==> config.mk <==
export PLATFORM = sky130hd
export DESIGN_NAME = four_bit_array_multiplier
export DESIGN_NICKNAME = d
export VERILOG_FILES = /design/src/rtl/four_bit_array_multiplier_pkg.sv /design/src/rtl/four_bit_array_multiplier_full_adder.sv /design/src/rtl/four_bit_array_multiplier.sv
export SDC_FILE = /design/constraint.sdc
export NUM_CORES = 1
export LEC_CHECK = 0
export ABC_AREA = 1
export CAP_MARGIN = 0
export CORE_MARGIN = 1
export CORE_UTILIZATION = 39
export CTS_BUF_LIST = sky130_fd_sc_hd__clkbuf_16
export DETAILED_ROUTE_END_ITERATION = 12
export PLACE_DENSITY = 0.73
export RECOVER_POWER = 50
export SLEW_MARGIN = 20
export SYNTH_ARGS = -nofsm -noshare
export SYNTH_HDL_FRONTEND = slang
export SYNTH_SLANG_ARGS = --single-unit
==> constraint.sdc <==
create_clock -name clk -period 0.8 [get_ports clk]
set_clock_uncertainty 0.15 [all_clocks]
set_input_delay 0.24 -clock clk [delete_from_list [all_inputs] [get_ports clk]]
set_output_delay 0.24 -clock clk [all_outputs]
set_load 0.1 [all_outputs]
==> src/rtl/four_bit_array_multiplier_pkg.sv <==
// Shared constants for the small unsigned array multiplier.
package mult_pkg;

    // Operand width of the multiplier core
    localparam int MULT_W = 4;

    // Full product width; an unsigned W x W product always fits in 2W bits
    localparam int PROD_W = 2 * MULT_W;

endpackage : mult_pkg

==> src/rtl/four_bit_array_multiplier_full_adder.sv <==
// One-bit full adder cell used to build every row of the multiplier array.
// Half-adder positions reuse this cell with one input tied to zero.
module full_adder (
    input  logic a,
    input  logic b,
    input  logic cin,
    output logic sum,
    output logic cout
);

    // Sum and majority-carry of the three input bits
    assign sum  = a ^ b ^ cin;
    assign cout = (a & b) | (a & cin) | (b & cin);

endmodule : full_adder

==> src/rtl/four_bit_array_multiplier.sv <==
// Unsigned 4x4 carry-save array multiplier with a registered 8-bit product.
// Partial products are reduced row by row in carry-save form; the last row's
// sums and carries are merged by a ripple-carry row into the upper product bits.
module four_bit_array_multiplier
    import mult_pkg::*;
(
    input  logic              clk,
    input  logic              rst_n,
    input  logic [MULT_W-1:0] X,
    input  logic [MULT_W-1:0] Y,
    output logic [PROD_W-1:0] Z
);

    // pp[i][j] = X[j] & Y[i]; row i carries weight 2^i
    logic [MULT_W-1:0] pp        [MULT_W];

    // Carry-save state per row: row_sum[i][j] has weight 2^(i+j),
    // row_carry[i][j] has weight 2^(i+j+1)
    logic [MULT_W-1:0] row_sum   [MULT_W];
    logic [MULT_W-1:0] row_carry [MULT_W];

    // Final ripple row: merges the last row's remaining sums and carries
    logic [MULT_W-1:0] final_b;
    logic [MULT_W-1:0] final_sum;
    logic [MULT_W:0]   ripple_carry;
    logic              ripple_unused;

    logic [PROD_W-1:0] z_d;
    logic [PROD_W-1:0] z_q;

    // Partial-product AND plane
    for (genvar i = 0; i < MULT_W; i++) begin : g_pp_row
        for (genvar j = 0; j < MULT_W; j++) begin : g_pp_col
            assign pp[i][j] = X[j] & Y[i];
        end
    end

    // Row 0 is the first partial product itself with no carries yet
    assign row_sum[0]   = pp[0];
    assign row_carry[0] = '0;

    // Rows 1..3: add pp[i] to the previous row's sums shifted down one column
    // plus its carries. In row 1 every carry input is zero and in the top
    // column of each row the shifted-sum input is zero, so those cells act as
    // half adders.
    for (genvar i = 1; i < MULT_W; i++) begin : g_row
        logic [MULT_W-1:0] shifted_sum;
        assign shifted_sum = {1'b0, row_sum[i-1][MULT_W-1:1]};

        for (genvar j = 0; j < MULT_W; j++) begin : g_cell
            full_adder u_fa (
                .a    (pp[i][j]),
                .b    (shifted_sum[j]),
                .cin  (row_carry[i-1][j]),
                .sum  (row_sum[i][j]),
                .cout (row_carry[i][j])
            );
        end
    end

    // Final ripple row: upper product bits from the last row's sums and carries.
    // The first cell has no incoming ripple carry, so it is a half adder.
    assign final_b         = {1'b0, row_sum[MULT_W-1][MULT_W-1:1]};
    assign ripple_carry[0] = 1'b0;

    for (genvar j = 0; j < MULT_W; j++) begin : g_ripple
        full_adder u_fa (
            .a    (final_b[j]),
            .b    (row_carry[MULT_W-1][j]),
            .cin  (ripple_carry[j]),
            .sum  (final_sum[j]),
            .cout (ripple_carry[j+1])
        );
    end

    // The carry out of the top ripple cell is always zero (15*15 fits in 8 bits)
    assign ripple_unused = ripple_carry[MULT_W];

    // Assemble the combinational product: row LSBs form the low bits
    always_comb begin
        z_d = '0;
        for (int i = 0; i < MULT_W; i++) begin
            z_d[i] = row_sum[i][0];
        end
        z_d[PROD_W-1:MULT_W] = final_sum;
    end

    // Output register, cleared immediately whenever reset is asserted
    always_ff @(posedge clk or negedge rst_n) begin
        if (!rst_n) begin
            z_q <= '0;
        end else begin
            z_q <= z_d;
        end
    end

    assign Z = z_q;

endmodule : four_bit_array_multiplier

* After elaboration in Yosys (flattened, before gate mapping)
Cells that the tools add are included.
** Cells by class
- Bitwise logic cells :: 80
** Operators by type and width (count)
- $and 1x1->1 :: 44
- $xor 1x1->1 :: 20
- $or 1x1->1 :: 16
** Word-level totals
- Register bits after elaboration :: 8
- Input port bits :: 10

* Depth between registers and ports, before layout
- Depth after elaboration :: 15
- Gate-level depth with buffers :: 10

* Hierarchy
From an unflattened synthesis, not the netlist that was laid out.
** Unflattened totals
- Cells, all modules :: 57
- Area, all modules :: 644.4 µm²
** Modules (own cells, without submodules)
- four_bit_array_multiplier :: area each 324.1 µm², cells an instance 41, sequential area each 200.2 µm², times used 1
- full_adder :: area each 20.0 µm², cells an instance 1, sequential area each 0.0 µm², times used 16

* Least setup slack after synthesis
No wires, ideal clock.
- Path type :: input-to-reg
- Start point :: input port X[2]
- End point :: register z_q[6], in the netlist Z[6]
- Data arrival time :: 2531 ps
- Library setup time :: 136 ps
- Data required time :: 514 ps
- Stages :: 10
- Buffers on the path :: 0
- Setup slack :: -2016 ps
- Cells stage by stage :: nand2_1 inv_1 ha_1 fa_1 inv_1 fa_1 inv_1 ha_1 fa_1 fa_1
** On the way
- Longest elaborated chain between the ends :: 13
- Elaborated cells between the ends (all ways) :: 53
** Ends and longest elaborated chain
- from (decl) :: line four_bit_array_multiplier.sv:9 : input logic [MULT_W-1:0] X,
- $and 1x1->1 :: line four_bit_array_multiplier.sv:34 : assign pp[i][j] = X[j] & Y[i];
- $xor 1x1->1 :: line four_bit_array_multiplier_full_adder.sv:12 : assign sum = a ^ b ^ cin;
- $and 1x1->1 :: line four_bit_array_multiplier_full_adder.sv:13 : assign cout = (a & b) | (a & cin) | (b & cin);
- $or 1x1->1 (2 in a row) :: line four_bit_array_multiplier_full_adder.sv:13
- $and 1x1->1 :: line four_bit_array_multiplier_full_adder.sv:13
- $or 1x1->1 (2 in a row) :: line four_bit_array_multiplier_full_adder.sv:13
- $and 1x1->1 (2 in a row) :: line four_bit_array_multiplier_full_adder.sv:13
- $or 1x1->1 (2 in a row) :: line four_bit_array_multiplier_full_adder.sv:13
- $xor 1x1->1 * :: line four_bit_array_multiplier_full_adder.sv:12
- via g_ripple[2].u_fa.sum :: line four_bit_array_multiplier_full_adder.sv:7 : output logic sum,
- to (signal assigned) :: line four_bit_array_multiplier.sv:93 : z_q <= z_d;
- to (decl) :: line four_bit_array_multiplier.sv:29 : logic [PROD_W-1:0] z_q;
Mark *: on every way through the listed nets, which the timed path passes. The rest lies on a longest branch.

* Final worst setup path
Same ends and word-level chain as after synthesis.

==> impl_metrics.yaml <==
run_status:
  outcome: "finished, violations left"
  violations: "negative setup slack"
timing:
  fin_ws_ns: -1.87
  post-route-period-util: 3.34
  max_freq_ghz: 0.375
  min_period_ns: 2.67
  maxSlewHeadroom: 0.871
  finalSetupViolations: 15
  rsz0062_at_grt: "yes"
  tightest_slew_ns: 0.193
  hold_violations: 0
  finalMaxSlewViolations: 0
floorplanning:
  die_y_um: 39.3
  top_level_ports: 18
  placementRows: 13
  dieArea_um2: 1540
  die_w_um: 39.3
  core-area_um2: 1300
  initial_utilization: 0.416
yosys:
  yosys.area_share.adder: 0.388
  synth-simple-area-share: 0.111
  synth_compound_area_frac: 0
  synthXorXnorAreaFrac: 0
  yosys-top-cells-area: "dfrtp_1 (37%), fa_1 (30%), inv_1 (13%)"
  yosysTopAreaCellShare: 0.370
  syn_area_um2: 542
  muxShareOfSynthArea: 0
  yosysSeqAreaShare: 0.370
  syn_inst: 55
  synth_top_family_by_area: "adder cells"
  avgSynthCellArea_um2: 9.85
  yosys.area.top_type: "dfrtp_1"
  synth_warnings: 0
  ys_seq_elements: 8
  syn_nets: 77
  ys_types: 5
drt:
  drc_errors: 0
  wire_per_inst_um: 13.9
  drtIter0Drc: 14
  vias: 446
  ant_nets: 0
  drt_first_pass_iters: 4
  avgViaCountPerCell: 4.51
  finalWirelength_mm: 1.38
global_route:
  busiest_layer: "met2"
  use_met2: 0.479
  antenna_found_initial: 0
  grt_pass1_vias: 469
  grtUsageMet3: 0.0511
  grt_max_degree: 9
  overflow: 0
  grt_pass1_wl_mm: 2.13
  track_usage: 0.237
  use_met1: 0.213
setup_path:
  crit_chain: "buf_8 -> nand2_4 -> inv_4 -> ha_4 -> fa_1 -> inv_1 -> fa_1 -> inv_2 -> ha_4 -> fa_2 -> fa_2"
  cp_data_required_time_ns: 0.81
  critPathBufInv: 4
  cp-startpoint: "X[2]"
  arrival_ns: 2.68
  criticalPathCategory: "in -> reg"
  critPathTopFamily: "adder cells"
  critPathCaptureType: "flop"
  slowest_delay_ns: 0.52
  cp_slowest_cell: "fa_2"
  critPathMaxFanout: 4
  worstSetupStartpointType: "primary input"
layout:
  syn_to_final_growth_pct: 103
  layout-drive-gt1-share: 0.702
  final_cells: 99
  nets: 108
  largest_reg_flops: 8
  n_antenna_cell: 0
place:
  dpl.hpwl_mm: 1.01
  portBuffers: 17
  placed_cells: 96
  gp_congestion: 0.712
worst_hold_path:
  min_from: "Y[0]"
  hp-class: "in -> reg"
  worstHoldPathCells: 4
  min_to: "Z[0]$_DFF_PN0_"
clocking:
  cts_max_level: 1
  ctsRootBufferMaster: "clkbuf_16"
  clockBufferDepth: 2
  cts_hold_buf: 0
  cts_tree: "built"
  cts.reportedPaths.clkPinSlew_ns: 0.04
  cts.sinks: 8
  numCtsBuffers: 3
  cts_setup_buffers: 0
power:
  max-vdd-ir-drop_mv: 1.56
  leakage_nw: 0.576
  p_per_area_nw_per_um2: 2470
  total_power_mw: 2.72
flow_run:
  maxCapViolCount: 0
power breakdown:
group / internal (mW) / leakage [nW] / total [mW] / switching, mW
Sequential: 0.536 / 0.0891 / 0.599 / 0.0637
Clock: 0.643 / 0.0370 / 0.825 / 0.182
Combinational: 0.489 / 0.450 / 1.30 / 0.807
tightest hold or removal path, cell delays in order:
cell	delay [ns]
buf_6	0.08
buf_6	0.11
nand2_1	0.05
inv_1	0.05
worst max-delay path by stage:
stage | end | slack (ns) | cells after the start
5_1_grt | Z[6]$_DFF_PN0_ | -1.92 | 11
2_1_floorplan | Z[6]$_DFF_PN0_ | -1.89 | 10
3_3_place_gp | Z[6]$_DFF_PN0_ | -2.48 | 11
3_5_place_dp | Z[6]$_DFF_PN0_ | -2.53 | 11
6_report | Z[6]$_DFF_PN0_ | -1.87 | 11
4_1_cts | Z[6]$_DFF_PN0_ | -1.90 | 11
per-layer routing:
metal | wire, um | part of all wire
met1 | 449 | 0.33
met4 | 30 | 0.022
met2 | 844 | 0.61
met3 | 55 | 0.040
met5 | 0 | 0
cell usage after synthesis, drive strengths merged:
library cell  instances
dfrtp                 8
inv                  19
ha                    4
fa                    8
nand2                16
what timing repair did:
item / in CTS / in global routing
endpoints found under the hold margin: 0 / 0
gates resized for setup: 49 / 2
pin swaps: 8 / 2
endpoints found under the setup margin: 16 / 15
cells in the final DEF, fill, tap and decap left out, drive strengths merged:
cell type / Yosys / routed
buf: 0 / 22
inv: 19 / 19
nand2: 16 / 16
dfrtp: 8 / 8
fa: 8 / 8
clkbuf: 0 / 5
ha: 4 / 4
clkdlybuf4s50: 0 / 1
dlygate4sd3: 0 / 1
cells by family (layout without fill, tap and decap cells):
family	after synthesis	count (layout)
adders and majority gates	12	12
buffers and inverters	19	48
DFF	8	8
and+or+nand+nor	16	16
layout make-up:
class                           count  area [um2]
Tap cell                           15        18.8
Multi-Input combinational cell     28         378
Fill cell                          70         200
Inverter                           19        78.8
Timing Repair Buffer               26         320
Sequential cell                     8         230
Clock buffer                        3        75.1
stage by stage:
step,hold slack [ns],setup WS (ns),TNS (ns),area [um2],utilization
2_1_floorplan,-0.206,-1.89,-9.32,654,-
3_3_place_gp,0.429,-2.48,-14.88,1000,0.771
3_5_place_dp,0.424,-2.53,-15.15,1000,0.771
4_1_cts,0.183,-1.90,-11.54,1120,0.860
5_1_grt,0.215,-1.92,-11.67,1100,0.846
6_report,0.191,-1.87,-11.35,1100,0.846
(Power assumes the default switching activity.)
